===== src/rtl/board_fill_tracker.sv =====
// Score 4 board state keeper: validates piece drops, stacks them into columns,
// and publishes per-column/board fullness and move count from registered state.
module board_fill_tracker #(
    parameter int COLS = 7,
    parameter int ROWS = 6,
    localparam int CW = $clog2(COLS),
    localparam int RW = $clog2(ROWS + 1),
    localparam int MW = $clog2(COLS * ROWS + 1)
) (
    input  logic                           clk_i,
    input  logic                           rst_i,
    input  logic                           clear_i,
    input  logic                           drop_valid_i,
    input  logic [CW-1:0]                  drop_col_i,
    input  logic [1:0]                     drop_player_i,
    output logic                           drop_ack_o,
    output logic                           drop_err_o,
    output logic [1:0]                     err_code_o,
    output logic [RW-1:0]                  drop_row_o,
    output logic [COLS-1:0][ROWS-1:0][1:0] panel_o,
    output logic [COLS-1:0][RW-1:0]        heights_o,
    output logic [COLS-1:0]                col_full_o,
    output logic                           full_o,
    output logic [MW-1:0]                  move_count_o
);

    localparam logic [CW:0]   COLS_LIM = (CW + 1)'(COLS);
    localparam logic [RW-1:0] ROWS_H   = RW'(ROWS);

    localparam logic [1:0] ERR_NONE   = 2'b00;
    localparam logic [1:0] ERR_COL    = 2'b01;
    localparam logic [1:0] ERR_PLAYER = 2'b10;
    localparam logic [1:0] ERR_FULL   = 2'b11;

    logic [COLS-1:0][ROWS-1:0][1:0] panel_q, panel_d;
    logic [COLS-1:0][RW-1:0]        heights_q, heights_d;
    logic [MW-1:0]                  move_count_q, move_count_d;
    logic                           ack_q, ack_d;
    logic                           err_q, err_d;
    logic [1:0]                     code_q, code_d;
    logic [RW-1:0]                  row_q, row_d;

    logic [COLS-1:0] col_full;
    logic            sel_full;
    logic [RW-1:0]   sel_height;

    always_comb begin
        for (int c = 0; c < COLS; c++) begin
            col_full[c] = (heights_q[c] == ROWS_H);
        end
    end

    always_comb begin
        panel_d      = panel_q;
        heights_d    = heights_q;
        move_count_d = move_count_q;
        ack_d        = 1'b0;
        err_d        = 1'b0;
        code_d       = ERR_NONE;
        row_d        = row_q;
        sel_full     = 1'b0;
        sel_height   = '0;

        for (int c = 0; c < COLS; c++) begin
            if (drop_col_i == CW'(c)) begin
                sel_full   = col_full[c];
                sel_height = heights_q[c];
            end
        end

        // A clear discards any same-cycle drop without a response pulse.
        if (clear_i) begin
            panel_d      = '0;
            heights_d    = '0;
            move_count_d = '0;
        end else if (drop_valid_i) begin
            if ({1'b0, drop_col_i} >= COLS_LIM) begin
                err_d  = 1'b1;
                code_d = ERR_COL;
            end else if (drop_player_i != 2'b01 && drop_player_i != 2'b10) begin
                err_d  = 1'b1;
                code_d = ERR_PLAYER;
            end else if (sel_full) begin
                err_d  = 1'b1;
                code_d = ERR_FULL;
            end else begin
                ack_d        = 1'b1;
                row_d        = sel_height;
                move_count_d = move_count_q + MW'(1);
                for (int c = 0; c < COLS; c++) begin
                    if (drop_col_i == CW'(c)) begin
                        heights_d[c] = heights_q[c] + RW'(1);
                        for (int r = 0; r < ROWS; r++) begin
                            if (heights_q[c] == RW'(r)) begin
                                panel_d[c][r] = drop_player_i;
                            end
                        end
                    end
                end
            end
        end
    end

    always_ff @(posedge clk_i) begin
        if (rst_i) begin
            panel_q      <= '0;
            heights_q    <= '0;
            move_count_q <= '0;
            ack_q        <= 1'b0;
            err_q        <= 1'b0;
            code_q       <= ERR_NONE;
            row_q        <= '0;
        end else begin
            panel_q      <= panel_d;
            heights_q    <= heights_d;
            move_count_q <= move_count_d;
            ack_q        <= ack_d;
            err_q        <= err_d;
            code_q       <= code_d;
            row_q        <= row_d;
        end
    end

    assign panel_o      = panel_q;
    assign heights_o    = heights_q;
    assign col_full_o   = col_full;
    assign full_o       = &col_full;
    assign move_count_o = move_count_q;
    assign drop_ack_o   = ack_q;
    assign drop_err_o   = err_q;
    assign err_code_o   = code_q;
    assign drop_row_o   = row_q;

endmodule


===== config.mk =====
export PLATFORM = sky130hd
export DESIGN_NAME = board_fill_tracker
export DESIGN_NICKNAME = d
export VERILOG_FILES = /design/src/rtl/board_fill_tracker.sv
export SDC_FILE = /design/constraint.sdc
export NUM_CORES = 1
export LEC_CHECK = 0
export ABC_CLOCK_PERIOD_IN_PS = 4500
export BUFFER_PORTS_ARGS = -buffer_cell sky130_fd_sc_hd__buf_2
export CORE_MARGIN = 5
export CORE_UTILIZATION = 45
export DETAILED_ROUTE_END_ITERATION = 10
export PLACE_DENSITY = 0.69
export SYNTH_ARGS = -nofsm -noshare
export SYNTH_HDL_FRONTEND = slang
export SYNTH_SLANG_ARGS = --single-unit

===== constraint.sdc =====
create_clock -name clk_i -period 4.5 [get_ports clk_i]
set_clock_uncertainty 0.2 [all_clocks]
set_input_delay 0.225 -clock clk_i [delete_from_list [all_inputs] [get_ports clk_i]]
set_output_delay 0.225 -clock clk_i [all_outputs]
set_load 0.02 [all_outputs]

==> flow_metrics.py, run 1 <==
metrics = {
    "status": {
        "status": "completed",
    },
    "global_routing": {
        "gr-usage-all-layers": 0.2101,
        "grt_pass1_vias": 4838,
        "grt_max_degree": 57,
        "grt-ovfl-total": 0,
        "antenna_found_initial": 0,
        "grt_pass1_wl_mm": 24.53,
    },
    "sta": {
        "rsz0062_at_grt": "false",
        "fmax_mhz": 363.9,
        "fin_setup_tns_ns": 0,
        "setup_viol": 0,
        "max_slew_margin": 0.3673,
        "worst_pin_slew_ns": 0.9444,
        "period_needed_ns": 2.748,
        "finalHoldViolCount": 0,
        "finalCritPeriodShare": 0.6107,
        "slew_viol_final": 0,
    },
    "clock_network": {
        "root_buffer": "clkbuf_16",
        "clkLatencyLatePin_ns": 0.42,
        "cts.sinks": 118,
        "clockBufferDepth": 2,
        "cts_tree": "built",
        "clkSlewWorstSetupHoldPaths_ns": 0.05,
        "post_cts_resized": 0,
        "ctsHtreeMaxLevel": 4,
        "cts-buffers-inserted": 17,
        "cts_setup_buffers": 0,
    },
    "worst_setup_path": {
        "start_kind": "flop",
        "worstPathArrival_ns": 2.85,
        "cp_cell_sequence": "inv_1, ha_1, a211oi_1, a2111oi_4, or4_1, o21ai_0, a21oi_1",
        "cp.required_ns": 4.60,
        "cpPeakStageDelay_ns": 0.59,
        "worst_path_max_delay_cell": "or4_1",
        "worst_r2r_path_depth": 7,
        "crit_path_end_kind": "flop",
        "cp_max_fo": 10,
        "criticalPathCategory": "flop to flop",
    },
    "layout": {
        "drive_gt1_frac": 0.2500,
        "nets": 790,
        "instances_no_fill": 924,
        "antenna_cells": 0,
        "syn2layout_area_growth_pct": 23.06,
        "fillers": 1130,
        "final_util": 0.5717,
    },
    "logic_synthesis": {
        "yosysTopAreaCellShare": 0.4198,
        "syn_avg_cell_area_um2": 9.017,
        "syn_area_um2": 5627,
        "synth-async-reset-ratio": 0,
        "synth_edf_count": 0,
        "synthCells": 624,
        "synth_cell_type_count": 59,
        "syn_nets": 669,
        "synth_top_area_cell": "dfxtp_1",
        "ys_warn_count": 0,
        "seq_area_frac_synth": 0.4198,
        "yosys_register_bits": 118,
        "synth_area_leaders": "dfxtp_1 (42%), ha_1 (8.0%), mux2i_1 (7.8%), nand2_1 (4.8%), nand3_1 (4.6%)",
        "synth_ff_type": "dfxtp_1",
    },
    "run": {
        "max-cap-violations": 0,
    },
    "pwr": {
        "power_per_cell_area_nw_per_um2": 343.8,
        "p_leak_nw": 3.067,
        "peakVddDrop_uv": 232.1,
    },
    "floorplan": {
        "initial_core_util": 0.4646,
        "die_h_um": 121.8,
        "core_um2": 12110,
        "io-pin-count": 135,
        "die_area_um2": 14840,
        "num_rows": 40,
        "die_w_um": 121.8,
    },
    "placed_design": {
        "post-dp-hpwl_mm": 11.15,
        "port_buffers": 134,
        "dp.cells": 891,
        "place_congestion": 0.8490,
    },
    "routing": {
        "wl_mm": 15.22,
        "drtPass1Iterations": 6,
        "drt_iter0_markers": 321,
        "ant_nets": 0,
        "drcViolationCount": 0,
        "via_per_inst": 5.343,
        "vias": 4937,
        "drt-wirelength-per-cell_um": 16.47,
    },
    "min_path": {
        "worstHoldPathType": "input port to flop",
        "whs_path_depth": 3,
    },
}
## cell families after synthesis
family	after synthesis	share of synthesized area
flops	118	0.4198
buf+inv	64	0.04714
simple gates	250	0.2328
fa+ha+maj	36	0.08005
xor+xnor	11	0.01846
compound gates	96	0.1070
mux	49	0.09473
## placed cells by master (no fill, tap or decap), drive strengths merged, types with 10 or more instances in the layout
master	instances
ha	36
a21oi	50
nor2	57
xnor2	10
nand3	53
buf	137
clkbuf	26
o21ai	14
mux2i	45
dfxtp	118
nand2	72
inv	26
## where the power goes
group	leakage (nW)	internal [W]	switching, W
clock	0.266	0.000765	0.000445
combinational	1.85	0.0000317	0.0000840
sequential	0.951	0.00105	0.00000446
total	3.07	0.00185	0.000533
## registers in the layout, indices dropped and copies added, names as in the netlist
name,count
drop_row_o,3
move_count_o,6
drop_err_o,1
drop_ack_o,1
panel_o,84
err_code_o,2
heights_o,21
## metal layers
metal,part of all wire,vias to the layer above,routed length [µm],GRT usage
met4,0.018,0,272,0.07633
met2,0.46,185,6945,0.3291
met5,0,-,0,0
met3,0.084,23,1276,0.06453
li1,-,2434,-,-
met1,0.44,2295,6724,0.2734
## cells in the mapped netlist (all sizes together) (2+ instances only)
cell,count
or4,3
nand4b,8
and2,9
inv,26
nand2b,3
buf,14
nor4,9
nor2,57
dfxtp,118
and4b,2
clkbuf,24
o31ai,4
nand3b,3
and3,5
nor2b,2
and4,3
a31o,2
nor3,9
xnor2,10
ha,36
a211oi,7
a21boi,2
mux4,3
a2bb2oi,3
o21ai,14
nand3,53
nand4,5
or3,2
a21oi,50
nand2,72
a311oi,9
nor4b,2
mux2i,45
## path summary, 6_finish.rpt
kind / startpoint / end / slack (ns)
worst max-delay path: heights_o[0] / drop_row_o[1] / 1.75
worst min-delay path: drop_player_i[1] / panel_o[15] / 0.20
worst max register to register: heights_o[0] / drop_row_o[1] / 1.75
worst min register to register: panel_o[12] / panel_o[12] / 0.25
## layout make-up
cell class	instances	area, µm²	area share
repair buffers	140	723.2	0.1044
well taps	168	210.2	0.03036
multi-input cells	442	3002	0.4335
clock buffers	26	509.2	0.07355
clock inverters	4	20.02	0.002891
inverters	26	97.59	0.01409
flip-flops and latches	118	2362	0.3412
## worst max-delay path: cells and delay by family (launching register included)
kind,cells,cell delay (ns)
AO/OA/AOI/OAI,4,0.98
AND/OR/NAND/NOR,1,0.59
flip-flops,1,0.46
adder cells (fa/ha/maj),1,0.29
buffers and inverters,1,0.11
## stage by stage
stage	setup WS (ns)	cell area, µm²	power, W	hold WS, ns
after global routing	1.473	6924	0.002468	0.2046
after floorplan	1.959	5627	0.001162	0.09407
final	1.752	6924	0.002380	0.1976
after CTS	1.754	6924	0.002403	0.1658
after global placement	1.787	6365	0.001187	0.2398
after detailed placement	1.656	6365	0.001190	0.2467
## what timing repair did
item,in CTS,in global routing
hold endpoints to repair,8,0
endpoints found under the setup margin,0,0
hold buffers,3,0
(Power assumes the default switching activity.)
==> inputs of run 2 (changes only) <==
--- a/config.mk
+++ b/config.mk
@@ -5,7 +5,7 @@
 export SDC_FILE = /design/constraint.sdc
 export NUM_CORES = 1
 export LEC_CHECK = 0
-export ABC_CLOCK_PERIOD_IN_PS = 4500
+export ABC_CLOCK_PERIOD_IN_PS = 2800
 export BUFFER_PORTS_ARGS = -buffer_cell sky130_fd_sc_hd__buf_2
 export CORE_MARGIN = 5
 export CORE_UTILIZATION = 45
==> constraint.sdc (replaced) <==
create_clock -name clk_i -period 2.8 [get_ports clk_i]
set_clock_uncertainty 0.2 [all_clocks]
set_input_delay 0.14 -clock clk_i [delete_from_list [all_inputs] [get_ports clk_i]]
set_output_delay 0.14 -clock clk_i [all_outputs]
set_load 0.02 [all_outputs]
==> run 2 against run 1 <==
Against the previous run: via count rose by 2.1%; count of clock-buffer cells in the layout rose by 1; wire length rose by 2.7%; sequential power rose by 62%; die area did not move; largest power group unchanged; total power rose by 66%.
==> flow_metrics.py, run 2 (synthesis results as in run 1) <==
metrics = {
    "sta": {
        "max_slew_margin": 0.2903,
        "finalHoldViolCount": 0,
        "period_needed_ns": 2.690,
        "rsz0062_at_grt": "false",
        "setup_ws_ns": 0.1097,
        "setup_viol": 0,
        "finalCritPeriodShare": 0.9608,
        "fmax_mhz": 371.7,
        "fin_setup_tns_ns": 0,
        "slew_viol_final": 0,
        "worst_pin_slew_ns": 1.065,
    },
    "floorplan": {
        "die_w_um": 121.8,
        "die_area_um2": 14840,
        "die_h_um": 121.8,
        "num_rows": 40,
        "io-pin-count": 135,
        "core_um2": 12110,
        "initial_core_util": 0.4646,
    },
    "worst_setup_path": {
        "cp.required_ns": 2.91,
        "r2r-start": "heights_o[0]",
        "cpPeakStageDelay_ns": 0.81,
        "crit_end": "panel_o[6]",
        "rrSetupSlack_ns": 0.11,
        "cp_max_fo": 10,
        "start_kind": "flop",
        "worst_path_max_delay_cell": "a2111oi_4",
        "worst_r2r_path_depth": 7,
        "timing.rr.end": "panel_o[6]",
        "crit_path_end_kind": "flop",
        "criticalPathCategory": "flop to flop",
        "cp_cell_sequence": "inv_1, ha_1, a211oi_2, a2111oi_4, nor3_2, and3_1, o21a_1",
        "crit_start": "heights_o[0]",
        "worstPathArrival_ns": 2.80,
    },
    "placed_design": {
        "place_congestion": 0.8307,
        "dp.cells": 898,
        "placedInstanceArea_um2": 6430,
        "post-dp-hpwl_mm": 11.48,
        "port_buffers": 134,
        "place_ws_ns": 0.1107,
    },
    "layout": {
        "final_util": 0.5811,
        "largest_register_ffs": 84,
        "instances_no_fill": 932,
        "final_cell_mix": "buf_2 (134), dfxtp_1 (118), nand2_1 (72), nor2_1 (56), nand3_1 (52)",
        "nets": 798,
        "final_common_cell": "buf_2",
        "drive_gt1_frac": 0.2579,
        "antenna_cells": 0,
        "final_area_um2": 7038,
        "syn2layout_area_growth_pct": 25.08,
        "fillers": 1108,
    },
    "min_path": {
        "worstHoldPathType": "input port to flop",
    },
    "pwr": {
        "p_sw_frac": 0.2158,
        "p_leak_nw": 3.127,
        "pwr-share-comb": 0.051,
        "power_per_cell_area_nw_per_um2": 560.7,
        "intPower_w": 0.003095,
        "peakVddDrop_uv": 362.0,
        "pwr-share-clk": 0.520,
        "pwr-share-seq": 0.430,
        "p_sw_w": 0.0008517,
    },
    "routing": {
        "wl_mm": 15.62,
        "drcViolationCount": 0,
        "vias": 5039,
        "drtPass1Iterations": 5,
        "drt_iter0_markers": 425,
        "drt-wirelength-per-cell_um": 16.76,
        "via_per_inst": 5.407,
        "ant_nets": 0,
    },
    "clock_network": {
        "cts_tree": "built",
        "ctsHtreeMaxLevel": 4,
        "cts-buffers-inserted": 17,
        "clockBufferDepth": 2,
        "clkLatencyLatePin_ns": 0.41,
        "cts.sinks": 118,
        "clkSlewWorstSetupHoldPaths_ns": 0.05,
        "root_buffer": "clkbuf_16",
    },
    "global_routing": {
        "grt_max_degree": 53,
        "grt_pass1_wl_mm": 24.71,
        "antenna_found_initial": 0,
        "grt-ovfl-total": 0,
        "gr-usage-all-layers": 0.2116,
        "grt_pass1_vias": 4815,
    },
    "run": {
        "max-cap-violations": 0,
    },
    "status": {
        "status": "completed",
    },
}
## run 2: changes by cell type in the layout (fill, tap and decap cells not counted)
cell	previous run	this run
a211oi_1	7	6
a211oi_2	0	1
buf_12	0	1
buf_4	3	9
bufinv_16	0	1
clkbuf_8	5	6
clkinv_2	4	2
dlygate4sd3_1	3	4
## run 2: area by class of cell
| class | count | area, µm² | share of cell area |
|---|---|---|---|
| inverter | 26 | 97.59 | 0.01387 |
| clock buffer | 27 | 523.0 | 0.07431 |
| clock inverter | 3 | 40.04 | 0.005689 |
| tap | 168 | 210.2 | 0.02987 |
| sequential | 118 | 2362 | 0.3356 |
| timing repair buffer | 148 | 798.3 | 0.1134 |
| multi-input combinational | 442 | 3007 | 0.4272 |
## run 2: stage by stage
stage | power (W) | hold WS [ns]
after floorplan | 0.001868 | 0.009066
after global placement | 0.001918 | 0.1834
after detailed placement | 0.001922 | 0.1932
after CTS | 0.003986 | 0.007093
after global routing | 0.004098 | 0.06447
final | 0.003946 | 0.04218
## run 2: layer usage
layer / share of wire / global-route usage / vias up
met5: 0 / 0 / -
met4: 0.020 / 0.07773 / 0
met3: 0.093 / 0.07799 / 23
met2: 0.46 / 0.3305 / 197
met1: 0.43 / 0.2679 / 2369
li1: - / - / 2450
## run 2: worst min path at each step
stage / from / endpoint / slack (ns) / cells after the start
after floorplan: rst_i / drop_row_o[0] / 0.009 / 1
after global placement: rst_i / drop_row_o[1] / 0.18 / 2
after detailed placement: rst_i / drop_row_o[1] / 0.19 / 2
after CTS: drop_player_i[1] / err_code_o[1] / 0.007 / 3
after global routing: drop_player_i[1] / err_code_o[1] / 0.06 / 3
final: drop_player_i[1] / err_code_o[1] / 0.04 / 3
## run 2: timing repair
action / CTS / global route
setup endpoints to repair: 0 / 6
hold endpoints to repair: 14 / 0
gates resized for setup: 0 / 1
hold buffers: 4 / 0
buffers inserted: 0 / 0
## run 2: power groups by stage
stage,clock [W],combinational [W],sequential [W]
5_1_grt,0.00219,0.000218,0.00169
3_5_place_dp,0,0.000193,0.00173
2_1_floorplan,0,0.000133,0.00173
3_3_place_gp,0,0.000189,0.00173
6_report,0.00205,0.000200,0.00170
4_1_cts,0.00209,0.000198,0.00169
## run 2: critical path: cells and delay by family, from the launching register on
kind | cells | cell delay, ns
buffers and inverters | 1 | 0.11
and+or+nand+nor | 2 | 0.49
AOI/OAI and AO/OA | 3 | 1.13
DFF | 1 | 0.37
adders and majority gates | 1 | 0.27
